===== config.mk =====
export PLATFORM = sky130hd
export DESIGN_NAME = seq_restoring_divider
export DESIGN_NICKNAME = d
export VERILOG_FILES = /design/src/rtl/seq_restoring_divider.sv
export SDC_FILE = /design/constraint.sdc
export NUM_CORES = 1
export LEC_CHECK = 0
export ABC_AREA = 1
export BUFFER_PORTS_ARGS = -buffer_cell sky130_fd_sc_hd__buf_2
export CAP_MARGIN = 20
export CORE_MARGIN = 10
export CORE_UTILIZATION = 54
export DETAILED_ROUTE_END_ITERATION = 8
export GPL_TIMING_DRIVEN = 0
export PLACE_DENSITY = 0.81
export SLEW_MARGIN = 20
export SYNTH_ARGS = -nofsm -noshare
export SYNTH_HDL_FRONTEND = slang
export SYNTH_SLANG_ARGS = --single-unit

===== constraint.sdc =====
create_clock -name clk -period 2.72 [get_ports clk]
set_clock_uncertainty 0.15 [all_clocks]
set_input_delay 0.272 -clock clk [delete_from_list [all_inputs] [get_ports clk]]
set_output_delay 0.272 -clock clk [all_outputs]
set_load 0.01 [all_outputs]

===== src/rtl/seq_restoring_divider.sv =====
// seq_restoring_divider
//   Iterative restoring divider. Each clock produces one quotient bit.
//   Valid/ready handshakes sit on both the operand side and the result side.
//   A nonzero divisor gives a result WIDTH clocks after acceptance.
//   A zero divisor gives a result one clock after acceptance.
//
// Optional feature macro: SIGNED_DIV_EN
//   Undefined (default): unsigned operands.
//   Defined: two's-complement operands.
//     - The datapath divides the magnitudes.
//     - The quotient is negated when the operand signs differ.
//     - The remainder takes the dividend's sign.
//
// Ports
//   clk          rising-edge clock
//   rst_n        asynchronous active-low reset
//   in_valid     operands valid
//   in_ready     block can accept operands (state == IDLE)
//   dividend     dividend, WIDTH bits
//   divisor      divisor, WIDTH bits
//   out_valid    results valid
//   out_ready    consumer accepts results
//   quotient     quotient, WIDTH bits
//   remainder    remainder, WIDTH bits
//   div_by_zero  divisor was zero for this result
//   busy         state != IDLE

module seq_restoring_divider #(
    parameter int WIDTH = 8
) (
    input  logic             clk,
    input  logic             rst_n,
    input  logic             in_valid,
    output logic             in_ready,
    input  logic [WIDTH-1:0] dividend,
    input  logic [WIDTH-1:0] divisor,
    output logic             out_valid,
    input  logic             out_ready,
    output logic [WIDTH-1:0] quotient,
    output logic [WIDTH-1:0] remainder,
    output logic             div_by_zero,
    output logic             busy
);

    localparam int CNT_W = $clog2(WIDTH + 1);

    typedef enum logic [1:0] {IDLE, CALC, DONE} state_t;

    state_t           state;
    logic [WIDTH-1:0] q_reg;
    logic [WIDTH-1:0] d_reg;
    // The partial remainder after restoration is always below the divisor,
    // so WIDTH bits hold it. The extra bit exists only in the trial difference.
    logic [WIDTH-1:0] r_reg;
    logic [CNT_W-1:0] cnt;
    // Set when the divisor was zero. The single CALC cycle then loads the
    // div-by-zero result, which gives out_valid one edge after acceptance.
    logic             dz_pend;

    logic [WIDTH:0]   r_shift;
    logic [WIDTH:0]   r_trial;
    logic [WIDTH-1:0] r_next;
    logic [WIDTH-1:0] q_next;
    logic [WIDTH-1:0] dvd_mag;
    logic [WIDTH-1:0] dvs_mag;
    logic [WIDTH-1:0] fin_q;
    logic [WIDTH-1:0] fin_r;

`ifdef SIGNED_DIV_EN
    logic dvd_neg;
    logic quo_neg;
`endif

    assign in_ready = (state == IDLE);
    assign busy     = (state != IDLE);

    always_comb begin
        r_shift = {r_reg, q_reg[WIDTH-1]};
        r_trial = r_shift - {1'b0, d_reg};
        if (!r_trial[WIDTH]) begin
            r_next = r_trial[WIDTH-1:0];
            q_next = {q_reg[WIDTH-2:0], 1'b1};
        end else begin
            r_next = r_shift[WIDTH-1:0];
            q_next = {q_reg[WIDTH-2:0], 1'b0};
        end
`ifdef SIGNED_DIV_EN
        // The magnitude of -2^(WIDTH-1) still fits as an unsigned value.
        dvd_mag = dividend[WIDTH-1] ? ('0 - dividend) : dividend;
        dvs_mag = divisor[WIDTH-1]  ? ('0 - divisor)  : divisor;
        fin_q   = quo_neg ? ('0 - q_next) : q_next;
        fin_r   = dvd_neg ? ('0 - r_next) : r_next;
`else
        dvd_mag = dividend;
        dvs_mag = divisor;
        fin_q   = q_next;
        fin_r   = r_next;
`endif
    end

    always_ff @(posedge clk or negedge rst_n) begin
        if (!rst_n) begin
            state       <= IDLE;
            q_reg       <= '0;
            d_reg       <= '0;
            r_reg       <= '0;
            cnt         <= '0;
            dz_pend     <= 1'b0;
            out_valid   <= 1'b0;
            quotient    <= '0;
            remainder   <= '0;
            div_by_zero <= 1'b0;
`ifdef SIGNED_DIV_EN
            dvd_neg     <= 1'b0;
            quo_neg     <= 1'b0;
`endif
        end else begin
            case (state)
                IDLE: begin
                    if (in_valid) begin
                        d_reg <= dvs_mag;
                        r_reg <= '0;
                        cnt   <= '0;
                        state <= CALC;
                        if (divisor == '0) begin
                            // Keep the raw dividend: it becomes the remainder.
                            dz_pend <= 1'b1;
                            q_reg   <= dividend;
                        end else begin
                            dz_pend <= 1'b0;
                            q_reg   <= dvd_mag;
                        end
`ifdef SIGNED_DIV_EN
                        dvd_neg <= dividend[WIDTH-1];
                        quo_neg <= dividend[WIDTH-1] ^ divisor[WIDTH-1];
`endif
                    end
                end
                CALC: begin
                    if (dz_pend) begin
                        quotient    <= '1;
                        remainder   <= q_reg;
                        div_by_zero <= 1'b1;
                        out_valid   <= 1'b1;
                        state       <= DONE;
                    end else begin
                        q_reg <= q_next;
                        r_reg <= r_next;
                        cnt   <= cnt + 1'b1;
                        if (cnt == CNT_W'(WIDTH - 1)) begin
                            quotient    <= fin_q;
                            remainder   <= fin_r;
                            div_by_zero <= 1'b0;
                            out_valid   <= 1'b1;
                            state       <= DONE;
                        end
                    end
                end
                DONE: begin
                    if (out_ready) begin
                        out_valid <= 1'b0;
                        state     <= IDLE;
                    end
                end
                default: state <= IDLE;
            endcase
        end
    end

endmodule

==> flow_metrics.env <==
export IMPL_cts_tree="built"
export IMPL_hp_class="primary input to flip-flop"
export IMPL_status="complete, no violations"
export IMPL_syn_area_per_cell_um2=8.07
export IMPL_viasPerCell=5.25
export IMPL_synth_simple_area_share_pct=29.5
export IMPL_detail_route_wl_per_cell_um=14.1
export IMPL_rows=25
export IMPL_fillers=421
export IMPL_final_cell_mix="nand2_1, dfrtp_1, buf_2, inv_1, nand3_1"
export IMPL_final_common_cell="nand2_1"
export IMPL_numCtsBuffers=5
export IMPL_area_growth_pct=15.1
export IMPL_path_class="flip-flop to flip-flop"
export IMPL_grt_overflow=0
export IMPL_gp_congestion=0.848
export IMPL_grt_usage_pct=15.7
export IMPL_hpwl_um=4900
export IMPL_die_area_mm2=0.00829
export IMPL_nNetsFinal=416
export IMPL_synth_seq_cells=49
export IMPL_final_seq_area_mm2=0.00123
export IMPL_initial_core_util_pct=56.6
export IMPL_min_period_ps=2250
export IMPL_route_vias_total=2382
export IMPL_synthArstFlopShare_pct=100
export IMPL_max_cap_violations=0
export IMPL_mappedNetlistArea_mm2=0.00273
export IMPL_synthXorXnorAreaFrac_pct=0.963
export IMPL_cts_resized=0
export IMPL_synth_compound_area_share_pct=11.1
export IMPL_cp_end_kind="flip-flop"
export IMPL_worstPathMaxFanout=7
export IMPL_antenna_left=0
export IMPL_grt_max_degree=50
export IMPL_power_density_mw_per_mm2=1430
export IMPL_grt_pass1_vias=2402
export IMPL_core_area_mm2=0.00482
export IMPL_synth_edf_count=0
export IMPL_clk_transition_reported_paths_ps=90
export IMPL_synthCells=338
export IMPL_setup_viol=0
export IMPL_synthMuxAreaShare_pct=0.367
export IMPL_remaining_drc_errors=0
export IMPL_crit_arrival_ps=2310
export IMPL_cts_root_buf="clkbuf_8"
export IMPL_ios=40
export IMPL_drt_iter0_drc=178
export IMPL_syn_num_nets=368
export IMPL_p_leak_nw=1.72
export IMPL_start_kind="flip-flop"
export IMPL_setup_slack_ps=469
export IMPL_finalCritPeriodShare_pct=82.8
export IMPL_die_y_um=91.1
export IMPL_hold_buffers=1
export IMPL_worst_endpoint_required_ps=2770
export IMPL_cts_max_level=2
export IMPL_max_freq_mhz=444
export IMPL_seq_area_frac_synth_pct=45.0
export IMPL_ir_drop_uv=809
export IMPL_fin_tns_setup_ps=0
export IMPL_die_w_um=91.1
export IMPL_synth_top_family_by_area="simple AND/OR/NAND/NOR gates"
export IMPL_grt_first_pass_wirelength_um=11000
export IMPL_place_ws_ps=495
export IMPL_synth_fa_ha_area_share_pct=4.86
export IMPL_cts_sinks=49
export IMPL_drt_pre_antenna_iters=4
export IMPL_yosys_most_used_dff="dfrtp_1"
export IMPL_hold_viol_final=0
export IMPL_post_cts_buffers=0
export IMPL_finalWirelength_um=6390
export IMPL_rsz0062_at_grt="false"
export IMPL_portBuffers=39
export IMPL_multiInputGateArea_mm2=0.00128
export IMPL_insertion_delay_ps=310
export IMPL_tightest_slew_ps=613
export IMPL_clockBufferDepth=2
export IMPL_final_max_slew_violation_count=0
export IMPL_antenna_cells=0
export IMPL_antenna_found_initial=0
export IMPL_whs_ps=32.0
export IMPL_drive_above_1_share_pct=21.4
export IMPL_ys_warn_count=0
export IMPL_yosys_cell_types_count=34
export IMPL_relSlewSlack_pct=59.1
==> cells in the mapped netlist (all sizes together), types with 2 or more instances <==
cell    number  area (um^2)
inv         41          154
dfrtp       49         1230
a22oi        6         45.0
a21oi       15         86.3
ha           9          113
a31oi        7         43.8
nor4         2         12.5
nor2        14         65.1
nand2      123          531
o21ai       19         95.1
buf         10         57.6
o211ai       2         15.0
xor2         3         26.3
nand3       28          165
==> where the power goes <==
group / switching (mW) / leakage (nW) / internal (mW)
combinational: 1.70 / 1.05 / 0.997
clock: 0.250 / 0.0554 / 0.276
sequential: 0.198 / 0.610 / 1.07
==> metrics by stage <==
stage                     instances  instance area [um^2]  utilization [%]  power (mW)
final                           454                  3140             65.2        4.49
after global routing            454                  3140             65.2        4.92
after floorplan                 338                  2730                -        3.30
after global placement          444                  3010             62.4        3.87
after detailed placement        444                  3010             62.4        3.96
after CTS                       453                  3130             64.9        4.50
==> per-layer routing <==
layer	GRT usage [%]	routed length [um]	up-vias	share of wire, %
li1	-	-	1188	-
met2	26.7	3180	56	50
met1	18.6	2750	1121	43
met3	3.79	288	17	4.5
met4	6.27	168	0	2.6
met5	0	0	-	0
==> path summary, 6_finish.rpt <==
| path | start | slack, ps | to | cells after the start |
|---|---|---|---|---|
| max in group asynchronous | rst_n | 1640 | remainder[5] | 2 |
| max reg2reg | q_reg[7] | 470 | remainder[3] | 14 |
| min | divisor[3] | 30 | d_reg[3] | 3 |
| min reg2reg | remainder[5] | 340 | remainder[5] | 2 |
| max | q_reg[7] | 470 | remainder[3] | 14 |
| min in group asynchronous | rst_n | 370 | quotient[7] | 2 |
==> kinds of logic (layout without fill, tap and decap cells) <==
| logic type | after synthesis | in the layout |
|---|---|---|
| simple gates | 172 | 172 |
| buf+inv | 52 | 101 |
| compound gates | 51 | 51 |
| xor+xnor | 3 | 3 |
| mux | 1 | 1 |
| fa+ha+maj | 10 | 10 |
| flops | 49 | 49 |
==> layout make-up <==
class                           count  area share (%)
Buffer                             11            2.27
Clock buffer                        6            2.31
Clock inverter                      2            1.24
Inverter                           41            4.90
Multi-Input combinational cell    237            40.6
Sequential cell                    49            39.0
Tap cell                           67            2.67
Timing Repair Buffer               41            6.93
==> worst max-delay path, stage by stage (launching register included) <==
cell,delay [ps]
dfrtp_1,410
inv_1,100
ha_1,150
inv_1,70
fa_1,440
nand2_2,90
nand2_2,70
nand3_4,110
nand2_4,70
nand2_4,120
nand2_8,90
nand2_2,70
nand3_1,70
nand2_1,90
nand2_1,50
No activity file was read; power rests on OpenSTA's default activity.
